[src/rtl/alu_arbiter.sv]
`default_nettype none
// ============================================================================
// alu_arbiter : two-requester front end sharing one combinational ALU.
// Define ALU_ARB_ROUND_ROBIN_EN for round-robin ties (default: fixed priority).
// Rev 1.0
// ============================================================================
module alu_arbiter #(
  parameter int XLEN = 64
) (
  input  logic              clk,
  input  logic              rst_n,
  input  logic [1:0]        req_valid,
  output logic [1:0]        req_ready,
  input  logic [2*XLEN-1:0] req_op0,
  input  logic [2*XLEN-1:0] req_op1,
  input  logic [19:0]       req_fn,
  output logic [XLEN-1:0]   alu_op0,
  output logic [XLEN-1:0]   alu_op1,
  output logic [2:0]        alu_func3,
  output logic [6:0]        alu_func7,
  input  logic [XLEN-1:0]   alu_result,
  input  logic              alu_overflow,
  output logic              rsp_valid,
  input  logic              rsp_ready,
  output logic              rsp_id,
  output logic [XLEN-1:0]   rsp_result,
  output logic              rsp_overflow
);

  typedef enum logic [1:0] {
    IDLE = 2'd0,
    EXEC = 2'd1,
    RESP = 2'd2
  } state_t;

  state_t            state;
  state_t            state_nxt;
  logic              grant_id;
  logic              grant_en;
  logic              owner;
  logic [XLEN-1:0]   sel_op0;
  logic [XLEN-1:0]   sel_op1;
  logic [9:0]        sel_fn;

`ifdef ALU_ARB_ROUND_ROBIN_EN
  logic              last_grant;
`endif

  // Tie-break: round-robin against the previous winner, or requester 0 always.
  always_comb begin
    grant_id = 1'b0;
    if (req_valid == 2'b10) begin
      grant_id = 1'b1;
    end else if (req_valid == 2'b11) begin
`ifdef ALU_ARB_ROUND_ROBIN_EN
      grant_id = ~last_grant;
`else
      grant_id = 1'b0;
`endif
    end
  end

  assign sel_op0 = grant_id ? req_op0[2*XLEN-1:XLEN] : req_op0[XLEN-1:0];
  assign sel_op1 = grant_id ? req_op1[2*XLEN-1:XLEN] : req_op1[XLEN-1:0];
  assign sel_fn  = grant_id ? req_fn[19:10]          : req_fn[9:0];

  always_comb begin
    state_nxt = state;
    grant_en  = 1'b0;
    req_ready = 2'b00;
    rsp_valid = 1'b0;
    case (state)
      IDLE: begin
        if (|req_valid) begin
          grant_en  = 1'b1;
          // Gate with rst_n so nothing looks accepted while reset is held.
          req_ready = rst_n ? (grant_id ? 2'b10 : 2'b01) : 2'b00;
          state_nxt = EXEC;
        end
      end
      EXEC: begin
        state_nxt = RESP;
      end
      RESP: begin
        rsp_valid = 1'b1;
        if (rsp_ready) begin
          state_nxt = IDLE;
        end
      end
      default: begin
        state_nxt = IDLE;
      end
    endcase
  end

  always_ff @(posedge clk or negedge rst_n) begin
    if (!rst_n) begin
      state <= IDLE;
    end else begin
      state <= state_nxt;
    end
  end

  always_ff @(posedge clk or negedge rst_n) begin
    if (!rst_n) begin
      alu_op0   <= '0;
      alu_op1   <= '0;
      alu_func3 <= 3'd0;
      alu_func7 <= 7'd0;
      owner     <= 1'b0;
    end else if (grant_en) begin
      alu_op0   <= sel_op0;
      alu_op1   <= sel_op1;
      alu_func3 <= sel_fn[2:0];
      alu_func7 <= sel_fn[9:3];
      owner     <= grant_id;
    end
  end

`ifdef ALU_ARB_ROUND_ROBIN_EN
  // Reset to 1 so requester 0 wins the first tie.
  always_ff @(posedge clk or negedge rst_n) begin
    if (!rst_n) begin
      last_grant <= 1'b1;
    end else if (grant_en) begin
      last_grant <= grant_id;
    end
  end
`endif

  always_ff @(posedge clk or negedge rst_n) begin
    if (!rst_n) begin
      rsp_id       <= 1'b0;
      rsp_result   <= '0;
      rsp_overflow <= 1'b0;
    end else if (state == EXEC) begin
      rsp_id       <= owner;
      rsp_result   <= alu_result;
      rsp_overflow <= alu_overflow;
    end
  end

  a_ready_onehot : assert property (@(posedge clk) disable iff (!rst_n)
    req_ready != 2'b11);

  a_rsp_stable : assert property (@(posedge clk) disable iff (!rst_n)
    (rsp_valid && !rsp_ready) |=> (rsp_valid && $stable(rsp_result) && $stable(rsp_id)));

endmodule
`default_nettype wire

[config.mk]
export PLATFORM = sky130hd
export DESIGN_NAME = alu_arbiter
export DESIGN_NICKNAME = d
export VERILOG_FILES = /design/src/rtl/alu_arbiter.sv
export SDC_FILE = /design/constraint.sdc
export NUM_CORES = 1
export LEC_CHECK = 0
export ABC_AREA = 1
export BUFFER_PORTS_ARGS = -buffer_cell sky130_fd_sc_hd__buf_4
export CAP_MARGIN = 20
export CORE_AREA = 4 4 210 212
export DETAILED_ROUTE_END_ITERATION = 16
export DIE_AREA = 0 0 214 216
export PLACE_DENSITY = 0.46
export SETUP_SLACK_MARGIN = 0.5
export SLEW_MARGIN = 20
export SYNTH_ARGS = -nofsm -noshare
export SYNTH_HDL_FRONTEND = slang
export SYNTH_SLANG_ARGS = --single-unit
[constraint.sdc]
create_clock -name clk -period 2.2 [get_ports clk]
set_clock_uncertainty 0.15 [all_clocks]
set_input_delay 0.66 -clock clk [delete_from_list [all_inputs] [get_ports clk]]
set_output_delay 0.66 -clock clk [all_outputs]
set_load 0.01 [all_outputs]
==> flow_metrics.tcl, run 1 <==
set metrics [dict create \
    antenna_found_initial 2 \
    drc 0 \
    clk_latency_ps 530 \
    max_stage_delay_ps 420 \
    drtAntennaViolNets 0 \
    worstMarginPinSlew_ps 733 \
    yosys.area.top_type "dfrtp_1" \
    syn_area_um2 9860 \
    crit_type "reg2out" \
    root_buffer "clkbuf_16" \
    gp_routability_congestion 0.795 \
    wl_per_cell_um 17.6 \
    startpoint "state[0]$_DFFE_PN0P_" \
    clk_pin_slew_ps 60 \
    rsz0062_at_grt "yes" \
    drt_iter0_drc 527 \
    cts.sinks 207 \
    drv_slew 0 \
    leakagePower_uw 0.00968 \
    violations "negative setup slack" \
    slowest_stage "dfrtp_2" \
    drt_wl_total_mm 44.3 \
    synthTopCellsByArea "dfrtp_1 (53%), nand2_1 (31%), nand3_1 (10%)" \
    fin_crit_sh_pct 103 \
    ys_ff_latch 207 \
    initial_core_util_pct 23.5 \
    grt_remaining_overflow 0 \
    place_ws_ps 143 \
    grt_max_degree 120 \
    numCtsBuffers 26 \
    vias 10958 \
    reg2reg_from "state[0]$_DFFE_PN0P_" \
    dr.pass1.iters 5 \
    io_pins 553 \
    yosysWarnings 0 \
    hold_viol 0 \
    end_kind "primary output" \
    dp_hpwl_mm 31.7 \
    grt_pass1_vias 11274 \
    cp_cell_sequence "nor2_2, buf_4, nand3_4, nor2_4, buf_6" \
    core_um2 41900 \
    peakVddDrop_mv 0.780 \
    grt_pass1_wl_mm 65.9 \
    area_growth_pct 75.2 \
    io_buffers 552 \
    crit_end "req_ready[1]" \
    finalSetupViolations 2 \
    startpoint_type "flop" \
    crit_path_max_fanout 4 \
    reg2reg_depth 8 \
    totalPowerFinal_uw 23700 \
    yosysSeqAreaShare_pct 52.5 \
    crit_arrival_ps 1450 \
    r2r_slack_ps 540 \
    synth.avg_cell_area_um2 7.32 \
    row_count 75 \
    setup_slack_ps -55.7 \
    clock_path_buffers 3 \
    via_per_inst 4.36 \
    track_usage_pct 17.7 \
    mappedNetlistNets 1694 \
    final_cell_count_no_fill 2513 \
    fin_nets 2300 \
    critical_path_required_ps 1390 \
    tritoncts "built" \
    synth_top_cell_area_share_pct 52.5 \
    synth.distinct_cells 14 \
    fmax_ghz 0.443 \
    hold_class "in2async" \
    reg2reg_to "alu_op1[45]$_DFFE_PN0P_" \
    dieArea_um2 46200 \
    synth_cells 1348 \
    status "finished, violations left" \
    drive_gt1_share_pct 37.4 \
    period_minus_slack_ps 2260 \
    die_y_um 216 \
    max_cap_viol_count 0 \
    powerDensity_nw_per_um2 1370 \
    slew_headroom_pct 51.1 \
    die_x_um 214 \
    place_inst 2378 \
    htreeDepth 1 \
]
-- registers in the layout, summed over array words and instances (netlist names) --
signal        flops
alu_op1          64
rsp_result       64
state             2
alu_op0          64
rsp_overflow      1
alu_func3         3
rsp_id            1
owner             1
alu_func7         7
-- placed cells by master (no fill, tap or decap), types with 4 or more instances in the layout --
cell type / n
buf_4: 439
nand2_4: 6
inv_1: 4
buf_12: 15
bufinv_16: 4
nand3_1: 203
clkbuf_16: 31
nand2_1: 814
nand2_2: 4
clkinv_2: 5
dfrtp_1: 206
buf_6: 212
clkbuf_8: 5
-- critical path, delay by kind of cell (launching register included) --
| family | cells | cell delay [ps] |
|---|---|---|
| buf+inv | 2 | 230 |
| flops | 1 | 420 |
| simple gates | 3 | 260 |
-- kinds of logic (layout without fill, tap and decap cells) --
kind of cell	after synthesis	count (layout)	share of synthesized area, %
AND/OR/NAND/NOR	1034	1034	42.0
flip-flops	207	207	52.5
buffers and inverters	103	727	5.24
AO/OA/AOI/OAI	4	4	0.241
other	0	2	0
-- final cells by class --
class / count / area [um^2]
clock buffer: 34 / 742
fill: 4410 / 24700
multi-input combinational: 1038 / 4270
timing repair buffer: 675 / 6190
tap: 539 / 674
clock inverter: 12 / 169
sequential: 207 / 5180
antenna: 2 / 5.00
inverter: 6 / 35.0
-- worst min path at each step --
stage                                 end  slack [ps]  cells after the start
3_5_place_dp   rsp_result[20]$_DFFE_PN0N_         310                      2
5_1_grt                 owner$_DFFE_PN0P_          40                      2
2_1_floorplan    alu_func3[0]$_DFFE_PN0P_         210                      0
3_3_place_gp   rsp_result[30]$_DFFE_PN0N_         300                      2
6_report                owner$_DFFE_PN0P_          30                      2
4_1_cts                 owner$_DFFE_PN0P_          30                      2
-- metrics by stage --
step / util (%) / area, um^2 / TNS, ps / hold WS, ps
floorplan: - / 9950 / 0 / 214
global placement: 35.2 / 14800 / 0 / 305
detailed placement: 35.2 / 14800 / 0 / 310
CTS: 40.0 / 16800 / -277 / 26.5
global route: 41.2 / 17300 / -368 / 39.3
finish: 41.2 / 17300 / -109 / 29.7
-- report_power, final --
group	leakage (uW)	switching [uW]	internal, uW	total (uW)
combinational	0.00667	5730	6420	12100
clock	0.000446	1710	2830	4540
sequential	0.00256	1320	5670	6990
-- routing by layer --
layer	vias to the layer above	GRT usage (%)	share of wire [%]
li1	5411	-	-
met1	5110	20.8	39
met2	382	31.0	50
met3	55	6.01	8.1
met4	0	5.06	2.7
met5	-	0	0
-- synth_stat cells --
cell type / instances
nor2_1: 4
o21ai_0: 3
clkbuf_1: 16
dfrtp_1: 207
nor3_1: 1
nand3_1: 204
inv_2: 2
nor2_2: 1
buf_4: 13
buf_2: 65
o21ai_2: 1
nand2_1: 824
inv_1: 4
buf_1: 3
-- what timing repair did --
action / 4_1_cts / 5_1_grt
buffers inserted: 40 / 43
pin swaps: 5 / 1
endpoints found under the hold margin: 0 / 0
setup endpoints to repair: 209 / 273
cloned: 0 / 4
gates resized for setup: 212 / 22
hold buffers: 0 / 0
(Power assumes the default switching activity.)
==> run 2, diff against run 1 <==
SKIP_CTS_REPAIR_TIMING = 1   (was not set)
==> flow_metrics.tcl, run 2 (synthesized netlist as in run 1, its figures left out) <==
set metrics [dict create \
    drtAntennaViolNets 0 \
    crit_arrival_ps 1460 \
    dr.pass1.iters 5 \
    final_common_cell "nand2_1" \
    fin_crit_sh_pct 103 \
    violations "negative setup slack" \
    max_stage_delay_ps 430 \
    antenna_found_initial 2 \
    reg2reg_to "rsp_result[1]$_DFFE_PN0N_" \
    cts.sinks 207 \
    clock_path_buffers 3 \
    reg_top3 "alu_op0 x64, alu_op1 x64, rsp_result x64" \
    area_growth_pct 73.5 \
    row_count 75 \
    clk_latency_ps 530 \
    cp_cell_sequence "nor2_2, buf_6, nand3_4, nor2_4, buf_6" \
    finalSetupViolations 2 \
    core_um2 41900 \
    r2r_slack_ps 580 \
    drive_gt1_share_pct 36.7 \
    peakVddDrop_mv 0.765 \
    fin_nets 2289 \
    leakagePower_uw 0.00959 \
    slew_headroom_pct 50.3 \
    hold_class "in2async" \
    postLayoutCellArea_um2 17100 \
    drv_slew 0 \
    final_cell_mix "nand2_1 (821), buf_4 (431), buf_6 (210), dfrtp_1 (206), nand3_1 (203)" \
    via_per_inst 4.35 \
    dp_hpwl_mm 31.7 \
    grt_pass1_wl_mm 64.9 \
    place_inst 2378 \
    end_kind "primary output" \
    reg2reg_depth 6 \
    drc 0 \
    final_cell_count_no_fill 2502 \
    drt_iter0_drc 558 \
    slowest_stage "dfrtp_2" \
    rsz0062_at_grt "yes" \
    critical_path_required_ps 1390 \
    clk_pin_slew_ps 60 \
    dieArea_um2 46200 \
    placed_cell_area_um2 14800 \
    grt_pass1_vias 11015 \
    totalPowerFinal_uw 23400 \
    gp_routability_congestion 0.795 \
    vias 10882 \
    die_y_um 216 \
    root_buffer "clkbuf_16" \
    powerDensity_nw_per_um2 1370 \
    tritoncts "built" \
    htreeDepth 1 \
    initial_core_util_pct 23.5 \
    io_buffers 552 \
    period_minus_slack_ps 2270 \
    startpoint_type "flop" \
    grt_remaining_overflow 0 \
    reg2reg_from "state[0]$_DFFE_PN0P_" \
    max_cap_viol_count 0 \
    crit_path_max_fanout 4 \
    wl_per_cell_um 17.6 \
    drt_wl_total_mm 44.1 \
    crit_top_cell "buf_6" \
    worstMarginPinSlew_ps 746 \
    fmax_ghz 0.441 \
    io_pins 553 \
    track_usage_pct 17.5 \
    die_x_um 214 \
    numCtsBuffers 26 \
    status "finished, violations left" \
    setup_slack_ps -65.9 \
    hold_viol 0 \
    crit_type "reg2out" \
    grt_max_degree 120 \
]
## run 2: worst max path at each step
stage	startpoint	end
final	state[0]$_DFFE_PN0P_	req_ready[1]
after global routing	state[0]$_DFFE_PN0P_	req_ready[1]
after CTS	state[0]$_DFFE_PN0P_	req_ready[1]
after detailed placement	req_valid[0]	req_ready[1]
after global placement	rst_n	req_ready[0]
after floorplan	req_valid[1]	req_ready[1]
## run 2: report_power, final
group          internal (uW)  switching (uW)  total, uW
registers               5670            1320       7000
logic                   6210            5620      11800
clock network           2830            1700       4530
total                  14700            8640      23400
## run 2: final cells by class
cell class              instances  area (um^2)
fillers                      4413        24800
repair buffers                664         6070
flip-flops and latches        207         5180
multi-input cells            1038         4230
clock buffers                  34          742
well taps                     539          674
clock inverters                12          169
inverters                       6         35.0
diodes                          2         5.00
## run 2: per-layer routing
| metal | routed length, um | vias up | track usage (%) | part of all wire, % |
|---|---|---|---|---|
| li1 | - | 5390 | - | - |
| met1 | 17500 | 5045 | 20.7 | 40 |
| met2 | 21900 | 386 | 30.4 | 50 |
| met3 | 3510 | 61 | 5.79 | 7.9 |
| met4 | 1280 | 0 | 5.32 | 2.9 |
| met5 | 0 | - | 0 | 0 |
## run 2: per-stage QoR
stage	worst slack, ps	utilization [%]	setup TNS [ps]	hold WS [ps]
3_3_place_gp	144	35.2	0	305
5_1_grt	-150	40.8	-339	23.8
3_5_place_dp	143	35.2	0	310
2_1_floorplan	182	-	0	214
4_1_cts	-215	37.3	-475	26.5
6_report	-65.9	40.8	-76.7	12.5
## run 2: critical path, delay by kind of cell (launching register included)
kind | cells | cell delay [ps]
buf+inv | 2 | 220
flops | 1 | 430
simple gates | 3 | 280
